[config.mk]
export PLATFORM = sky130hd
export DESIGN_NAME = mac_seq_ctrl_flat
export DESIGN_NICKNAME = d
export VERILOG_FILES = /design/src/rtl/mac_seq_ctrl_if.sv /design/src/rtl/mac_seq_ctrl.sv /design/src/flat_wrapper.sv
export SDC_FILE = /design/constraint.sdc
export NUM_CORES = 1
export LEC_CHECK = 0
export ABC_CLOCK_PERIOD_IN_PS = 2700
export CAP_MARGIN = 20
export CELL_PAD_IN_SITES_DETAIL_PLACEMENT = 1
export CELL_PAD_IN_SITES_GLOBAL_PLACEMENT = 1
export CORE_MARGIN = 8
export CORE_UTILIZATION = 38
export CTS_CLUSTER_SIZE = 20
export DETAILED_ROUTE_END_ITERATION = 16
export GPL_ROUTABILITY_DRIVEN = 0
export GPL_TIMING_DRIVEN = 0
export MAX_ROUTING_LAYER = met4
export PLACE_DENSITY = 0.86
export SETUP_SLACK_MARGIN = 0.4
export SYNTH_ARGS = -nofsm -noshare
export SYNTH_HDL_FRONTEND = slang
export SYNTH_SLANG_ARGS = --single-unit
[constraint.sdc]
create_clock -name clk -period 2.7 [get_ports clk]
set_clock_uncertainty 0.1 [all_clocks]
set_input_delay 0.27 -clock clk [delete_from_list [all_inputs] [get_ports clk]]
set_output_delay 0.27 -clock clk [all_outputs]
set_load 0.1 [all_outputs]
[src/rtl/mac_seq_ctrl_if.sv]
// Job request, operand-memory, MAC-datapath and result signals of mac_seq_ctrl.
// The master modport is the sequencer side; slave is the surrounding system.
interface mac_seq_ctrl_if #(
    parameter int unsigned A_BITWIDTH   = 8,
    parameter int unsigned B_BITWIDTH   = A_BITWIDTH,
    parameter int unsigned OUT_BITWIDTH = 20,
    parameter int unsigned C_BITWIDTH   = OUT_BITWIDTH - 1,
    parameter int unsigned ADDR_WIDTH   = 4
);
    logic                    start;
    logic [ADDR_WIDTH:0]     len;
    logic [C_BITWIDTH-1:0]   bias;
    logic                    busy;

    logic                    mem_rd_en;
    logic [ADDR_WIDTH-1:0]   mem_addr;
    logic [A_BITWIDTH-1:0]   mem_a;
    logic [B_BITWIDTH-1:0]   mem_b;

    logic                    mac_en;
    logic                    mac_add;
    logic [A_BITWIDTH-1:0]   mac_a;
    logic [B_BITWIDTH-1:0]   mac_b;
    logic [C_BITWIDTH-1:0]   mac_c;
    logic                    mac_done;
    logic [OUT_BITWIDTH-1:0] mac_out;

    logic                    res_valid;
    logic                    res_ready;
    logic [OUT_BITWIDTH-1:0] res_data;
    logic                    ovf;

    modport master (
        input  start, len, bias, mem_a, mem_b, mac_done, mac_out, res_ready,
        output busy, mem_rd_en, mem_addr, mac_en, mac_add, mac_a, mac_b, mac_c,
               res_valid, res_data, ovf
    );

    modport slave (
        output start, len, bias, mem_a, mem_b, mac_done, mac_out, res_ready,
        input  busy, mem_rd_en, mem_addr, mac_en, mac_add, mac_a, mac_b, mac_c,
               res_valid, res_data, ovf
    );
endinterface

[src/rtl/mac_seq_ctrl.sv]
// Dot-product-plus-bias sequencer driving one shared MAC unit; each partial sum is
// fed back as the next accumulate input and the final sum leaves on a valid/ready port.
module mac_seq_ctrl #(
    parameter int unsigned A_BITWIDTH   = 8,
    parameter int unsigned B_BITWIDTH   = A_BITWIDTH,
    parameter int unsigned OUT_BITWIDTH = 20,
    parameter int unsigned C_BITWIDTH   = OUT_BITWIDTH - 1,
    parameter int unsigned ADDR_WIDTH   = 4
) (
    input logic            clk,
    input logic            rstn,
    mac_seq_ctrl_if.master bus
);
    localparam int unsigned HiW = OUT_BITWIDTH - C_BITWIDTH + 1;

    typedef enum logic [2:0] {
        StIdle,
        StFetch,
        StLoad,
        StIssue,
        StRelease,
        StResult
    } state_e;

    state_e                  state_q, state_d;
    logic [ADDR_WIDTH:0]     len_q, len_d;
    logic [C_BITWIDTH-1:0]   bias_q, bias_d;
    logic [ADDR_WIDTH-1:0]   idx_q, idx_d;
    logic [OUT_BITWIDTH-1:0] acc_q, acc_d;
    logic [OUT_BITWIDTH-1:0] res_q, res_d;
    logic [A_BITWIDTH-1:0]   a_q, a_d;
    logic [B_BITWIDTH-1:0]   b_q, b_d;
    logic [C_BITWIDTH-1:0]   c_q, c_d;
    logic                    ovf_q, ovf_d;

    logic [ADDR_WIDTH:0]     len_m1;
    logic                    last_elem;
    logic [HiW-1:0]          hi_bits;
    logic                    fits_c;

    assign len_m1    = len_q - (ADDR_WIDTH + 1)'(1);
    assign last_elem = ({1'b0, idx_q} == len_m1);

    // Partial sum fits the accumulate input when bits [OUT-1:C-1] are all equal.
    assign hi_bits = bus.mac_out[OUT_BITWIDTH-1:C_BITWIDTH-1];
    assign fits_c  = (&hi_bits) | ~(|hi_bits);

    always_comb begin
        state_d = state_q;
        len_d   = len_q;
        bias_d  = bias_q;
        idx_d   = idx_q;
        acc_d   = acc_q;
        res_d   = res_q;
        a_d     = a_q;
        b_d     = b_q;
        c_d     = c_q;
        ovf_d   = ovf_q;

        case (state_q)
            StIdle: begin
                if (bus.start) begin
                    len_d  = bus.len;
                    bias_d = bus.bias;
                    ovf_d  = 1'b0;
                    idx_d  = '0;
                    if (bus.len == '0) begin
                        res_d   = {{(OUT_BITWIDTH - C_BITWIDTH){bus.bias[C_BITWIDTH-1]}},
                                   bus.bias};
                        state_d = StResult;
                    end else begin
                        state_d = StFetch;
                    end
                end
            end
            StFetch: state_d = StLoad;
            StLoad: begin
                a_d     = bus.mem_a;
                b_d     = bus.mem_b;
                c_d     = (idx_q == '0) ? bias_q : acc_q[C_BITWIDTH-1:0];
                state_d = StIssue;
            end
            StIssue: begin
                if (bus.mac_done) begin
                    acc_d = bus.mac_out;
                    // The final sum is never fed back, so it is exempt from the fit check.
                    if (!last_elem && !fits_c) begin
                        ovf_d = 1'b1;
                    end
                    state_d = StRelease;
                end
            end
            StRelease: begin
                if (!bus.mac_done) begin
                    if (last_elem) begin
                        res_d   = acc_q;
                        state_d = StResult;
                    end else begin
                        idx_d   = idx_q + ADDR_WIDTH'(1);
                        state_d = StFetch;
                    end
                end
            end
            StResult: begin
                if (bus.res_ready) begin
                    state_d = StIdle;
                end
            end
            default: state_d = StIdle;
        endcase
    end

    always_ff @(posedge clk or negedge rstn) begin
        if (!rstn) begin
            state_q <= StIdle;
            len_q   <= '0;
            bias_q  <= '0;
            idx_q   <= '0;
            acc_q   <= '0;
            res_q   <= '0;
            a_q     <= '0;
            b_q     <= '0;
            c_q     <= '0;
            ovf_q   <= 1'b0;
        end else begin
            state_q <= state_d;
            len_q   <= len_d;
            bias_q  <= bias_d;
            idx_q   <= idx_d;
            acc_q   <= acc_d;
            res_q   <= res_d;
            a_q     <= a_d;
            b_q     <= b_d;
            c_q     <= c_d;
            ovf_q   <= ovf_d;
        end
    end

    assign bus.busy      = (state_q != StIdle);
    assign bus.mem_rd_en = (state_q == StFetch);
    assign bus.mem_addr  = idx_q;
    assign bus.mac_en    = (state_q == StIssue);
    assign bus.mac_add   = 1'b0;
    assign bus.mac_a     = a_q;
    assign bus.mac_b     = b_q;
    assign bus.mac_c     = c_q;
    assign bus.res_valid = (state_q == StResult);
    assign bus.res_data  = res_q;
    assign bus.ovf       = ovf_q;
endmodule

[src/flat_wrapper.sv]
// flat-port wrapper written by rule: the top's interface ports become plain ports
module mac_seq_ctrl_flat 
#(
    parameter int unsigned A_BITWIDTH   = 8,
    parameter int unsigned B_BITWIDTH   = A_BITWIDTH,
    parameter int unsigned OUT_BITWIDTH = 20,
    parameter int unsigned C_BITWIDTH   = OUT_BITWIDTH - 1,
    parameter int unsigned ADDR_WIDTH   = 4
)
  (clk, rstn, bus_start, bus_len, bus_bias, bus_mem_a, bus_mem_b, bus_mac_done, bus_mac_out, bus_res_ready, bus_busy, bus_mem_rd_en, bus_mem_addr, bus_mac_en, bus_mac_add, bus_mac_a, bus_mac_b, bus_mac_c, bus_res_valid, bus_res_data, bus_ovf);
  mac_seq_ctrl_if #(.A_BITWIDTH(A_BITWIDTH), .B_BITWIDTH(B_BITWIDTH), .OUT_BITWIDTH(OUT_BITWIDTH), .C_BITWIDTH(C_BITWIDTH), .ADDR_WIDTH(ADDR_WIDTH)) bus_i ();
  input logic clk;
  input logic rstn;
  input wire logic [$bits(bus_i.start)-1:0] bus_start;
  input wire logic [$bits(bus_i.len)-1:0] bus_len;
  input wire logic [$bits(bus_i.bias)-1:0] bus_bias;
  input wire logic [$bits(bus_i.mem_a)-1:0] bus_mem_a;
  input wire logic [$bits(bus_i.mem_b)-1:0] bus_mem_b;
  input wire logic [$bits(bus_i.mac_done)-1:0] bus_mac_done;
  input wire logic [$bits(bus_i.mac_out)-1:0] bus_mac_out;
  input wire logic [$bits(bus_i.res_ready)-1:0] bus_res_ready;
  output wire logic [$bits(bus_i.busy)-1:0] bus_busy;
  output wire logic [$bits(bus_i.mem_rd_en)-1:0] bus_mem_rd_en;
  output wire logic [$bits(bus_i.mem_addr)-1:0] bus_mem_addr;
  output wire logic [$bits(bus_i.mac_en)-1:0] bus_mac_en;
  output wire logic [$bits(bus_i.mac_add)-1:0] bus_mac_add;
  output wire logic [$bits(bus_i.mac_a)-1:0] bus_mac_a;
  output wire logic [$bits(bus_i.mac_b)-1:0] bus_mac_b;
  output wire logic [$bits(bus_i.mac_c)-1:0] bus_mac_c;
  output wire logic [$bits(bus_i.res_valid)-1:0] bus_res_valid;
  output wire logic [$bits(bus_i.res_data)-1:0] bus_res_data;
  output wire logic [$bits(bus_i.ovf)-1:0] bus_ovf;
  assign bus_i.start = bus_start;
  assign bus_i.len = bus_len;
  assign bus_i.bias = bus_bias;
  assign bus_i.mem_a = bus_mem_a;
  assign bus_i.mem_b = bus_mem_b;
  assign bus_i.mac_done = bus_mac_done;
  assign bus_i.mac_out = bus_mac_out;
  assign bus_i.res_ready = bus_res_ready;
  assign bus_busy = bus_i.busy;
  assign bus_mem_rd_en = bus_i.mem_rd_en;
  assign bus_mem_addr = bus_i.mem_addr;
  assign bus_mac_en = bus_i.mac_en;
  assign bus_mac_add = bus_i.mac_add;
  assign bus_mac_a = bus_i.mac_a;
  assign bus_mac_b = bus_i.mac_b;
  assign bus_mac_c = bus_i.mac_c;
  assign bus_res_valid = bus_i.res_valid;
  assign bus_res_data = bus_i.res_data;
  assign bus_ovf = bus_i.ovf;
  mac_seq_ctrl #(.A_BITWIDTH(A_BITWIDTH), .B_BITWIDTH(B_BITWIDTH), .OUT_BITWIDTH(OUT_BITWIDTH), .C_BITWIDTH(C_BITWIDTH), .ADDR_WIDTH(ADDR_WIDTH)) u_core (.clk(clk), .rstn(rstn), .bus(bus_i));
endmodule
==> results by group <==
Synth
  • Fraction of synthesized area in multiplexers: between 10 and 15%
  • Area fraction in and, or, nand and nor cells after synthesis: under 10%
  • Number of warnings issued by yosys: 0
  • Fraction of the yosys area taken by sequential cells: 55.2%
  • Compound-Gate Fraction of Synth Area: 13.5%
  • Synthesized-area fraction occupied by xor and xnor cells: under 10%
  • Syn Std Cell Area: 4850 um^2
  • Number of flops mapped to enable cells by yosys: 0
  • Synthesized Nets: around 490
  • Post-synthesis average cell area: about 12 um^2
  • Cells after synthesis: about 420
  • Unique masters post-synth: 42
  • Number of synthesized register bits: between 100 and 150
  • Combinational family with the most area after synthesis: multiplexers
  • Post-synth top flop: dfrtp_1
  • Area share of fa/ha/maj cells after synthesis: less than 1%
  • Post-synthesis async set-or-reset flop share: 100%

Drt
  • Number of routed nets with antenna violations: 0
  • Iter 0 DRT Violations: 163
  • Detailed Routing Iterations Pass 1: 4
  • Post-detailed-route via-to-cell ratio: 5.03
  • Metal1 wirelength: between 6000 and 7000 um
  • DRC errors left: 0
  • Final routed wire length divided by cell count: ~20 um
  • Highest routed metal layer: met4
  • DR WL met2: around 8000 um
  • Total length of routed met3 wires: between 700 and 800 um
  • Total wire length: approximately 15,000 um
  • Total number of vias: between 3k and 4k

Floorplan
  • Height of the chip: between 100 and 150 um
  • Starting density of the core: 38.7%
  • Row count: a little over 40
  • Boundary Pins: 130
  • Die ar.: between 15,000 and 20,000 um^2
  • Placeable core area: approximately 13,000 um^2
  • Die span in x: between 100 and 150 um

Timing
  • Final hold slack: between 0.3 and 0.4 ns
  • Smallest setup slack after layout: about 0.44 ns
  • Total count of max-transition violations in the final report: 0
  • Setup TNS: 0 ns
  • RSZ-0062 raised after global routing: yes
  • Period utilization: about 84%
  • Final Hold Violating Endpoints: 0
  • Final critical path time including I/O delays and setup: 2.26 ns
  • Highest clock frequency the design can meet: between 400 and 500 MHz
  • Setup Viol. Count Final: 0
  • Slew @ Worst Pin: approximately 1.0 ns
  • Normalized max-slew margin: approximately 30%

CTS
  • Clock Sink Count: ~110
  • CTS tree: yes
  • Buffer depth of the longest clock path: 2
  • Clock latency on the worst-skew pair: roughly 0.35 ns
  • Cts bufs inserted: 9
  • CTS Root Buffer Type: clkbuf_16
  • Clock-pin transition on the worst setup and hold timing paths: approximately 0.07 ns
  • Number of levels in the clock H-tree: 3

Worst setup path
  • Family of cells with the greatest summed delay on the critical path: buffers and inverters
  • CP max stage delay: between 1 and 1.5 ns
  • Type of element launching the critical path: register
  • Highest fanout seen on the critical path: 2
  • Critical path endpoint category: output pin
  • Max stage delay cell, worst path: clkdlybuf4s50_1
  • CP cell instances: clkdlybuf4s50_1
  • Worst r2r src: u_core.len_q[1]$_DFFE_PN0P_
  • Worst endpoint required time: between 2 and 2.5 ns
  • Critical Path AT: roughly 1.9 ns
  • Buf/Inv on CP: 1
  • Startpoint of the worst setup timing path: u_core.bus.res_data[16]$_DFFE_PN0P_
  • Crit path kind: reg -> out

Layout
  • Antenna cell count: 0
  • Proportion of layout cells with a drive suffix above 1: between 20% and 30%
  • Commonest non-fill, non-tap cell in the layout: clkdlybuf4s50_1
  • Top library cells by usage in the layout, fill and taps aside: clkdlybuf4s50_1, dfrtp_1, nor2_1
  • Relative area change from synthesis to final layout: 43.3%
  • Number of nets in the layout: between 600 and 700

Global route
  • Via count of the first global-routing pass: ~4.2k
  • GRT Overall Usage: approximately a fifth
  • Gr ovfl total: 0
  • Pin count of the biggest net entering global routing: 69
  • Initial antenna violation count: 0
  • Global-route wire length before repair: roughly 23,000 um

Placement
  • Detailed Place HPWL: approximately 11,000 um
  • Number of buffer cells added on primary ports: 128
  • Setup slack at placement: approximately 0.096 ns

Min path
  • Worst min path class: in -> async

Flow run
  • Number of maximum-capacitance violations: 0

Outcome
  • Result of the run: completed
==> final timing paths <==
check / endpoint / slack [ns] / cells past startpoint
max in group asynchronous: u_core.bus.mem_addr[2]$_DFFE_PN0P_ / 1.38 / 3
max: bus_res_data[16] / 0.44 / 1
min in group clk: u_core.acc_q[9]$_DFFE_PN0P_ / 0.41 / 1
min: u_core.bus.res_data[3]$_DFFE_PN0P_ / 0.35 / 2
min reg2reg: u_core.acc_q[9]$_DFFE_PN0P_ / 0.41 / 1
max reg2reg: u_core.bus.res_data[11]$_DFFE_PN0P_ / 0.46 / 11
==> layout make-up <==
| cell class | instances | area, um^2 |
|---|---|---|
| fill | 1340 | 5570 |
| sequential | 107 | 2680 |
| multi-input combinational | 239 | 1970 |
| timing repair buffer | 140 | 1430 |
| clock buffer | 12 | 246 |
| tap | 172 | 215 |
| buffer | 25 | 180 |
| inverter | 47 | 176 |
| clock inverter | 3 | 46.3 |
==> layer usage <==
layer  track usage, %  vias to the layer above
met4             5.67                        0
met1             20.7                     1913
li1                 -                     1716
met3             5.25                       21
met5                -                        -
met2             32.1                      100
==> kinds of logic (layout without fill, tap and decap cells) <==
kind of cell	Yosys count	in the layout
AND/OR/NAND/NOR	93	93
AO/OA/AOI/OAI	77	77
XOR/XNOR	6	6
adder cells (fa/ha/maj)	3	3
buffers and inverters	72	227
flip-flops	107	107
multiplexers	59	59
other	1	1
==> stage by stage <==
stage / cells / util [%] / area (um^2)
detailed placement: 719 / 50.9 / 6380
CTS: 739 / 53.9 / 6750
global placement: 718 / 50.7 / 6350
floorplan: 418 / - / 4860
finish: 745 / 55.5 / 6950
global route: 745 / 55.5 / 6950
==> sequential cells by signal, summed over array words and instances (netlist names) <==
signal               cells
u_core.bus.mem_addr      4
u_core.state_q           3
u_core.bus.mac_a         8
u_core.acc_q            20
u_core.bus.mac_b         8
u_core.bus.ovf           1
u_core.bus.res_data     20
u_core.bus.mac_c        19
u_core.bias_q           19
u_core.len_q             5
==> timing repair <==
| action | CTS | global route |
|---|---|---|
| setup buffers | 3 | 4 |
| gates resized for setup | 33 | 34 |
| hold endpoints to repair | 39 | 0 |
| gates cloned | 1 | 2 |
| hold buffers | 1 | 0 |
| setup endpoints to repair | 47 | 47 |
| pin swaps | 3 | 18 |
==> synth_stat cells (2+ instances only) <==
master,number,area (um^2)
o22ai_1,2,12.5
and3_1,2,12.5
dfrtp_1,107,2680
ha_1,3,37.5
nor2b_1,2,12.5
mux2_2,59,664
nor2_1,62,233
nand3_1,2,10.0
nor3_1,3,15.0
nand2b_1,2,12.5
clkbuf_1,7,26.3
xnor2_1,4,35.0
nand2_1,7,26.3
or3_1,2,12.5
o21ai_0,5,25.0
a221oi_2,20,300
buf_1,2,7.51
a22o_1,2,17.5
buf_2,10,50.1
a21oi_1,40,200
nor3b_1,4,30.0
inv_1,47,176
buf_6,5,56.3
Power is not shown: default switching activity piles up to over one toggle a cycle in this logic, so the estimate is an artifact.
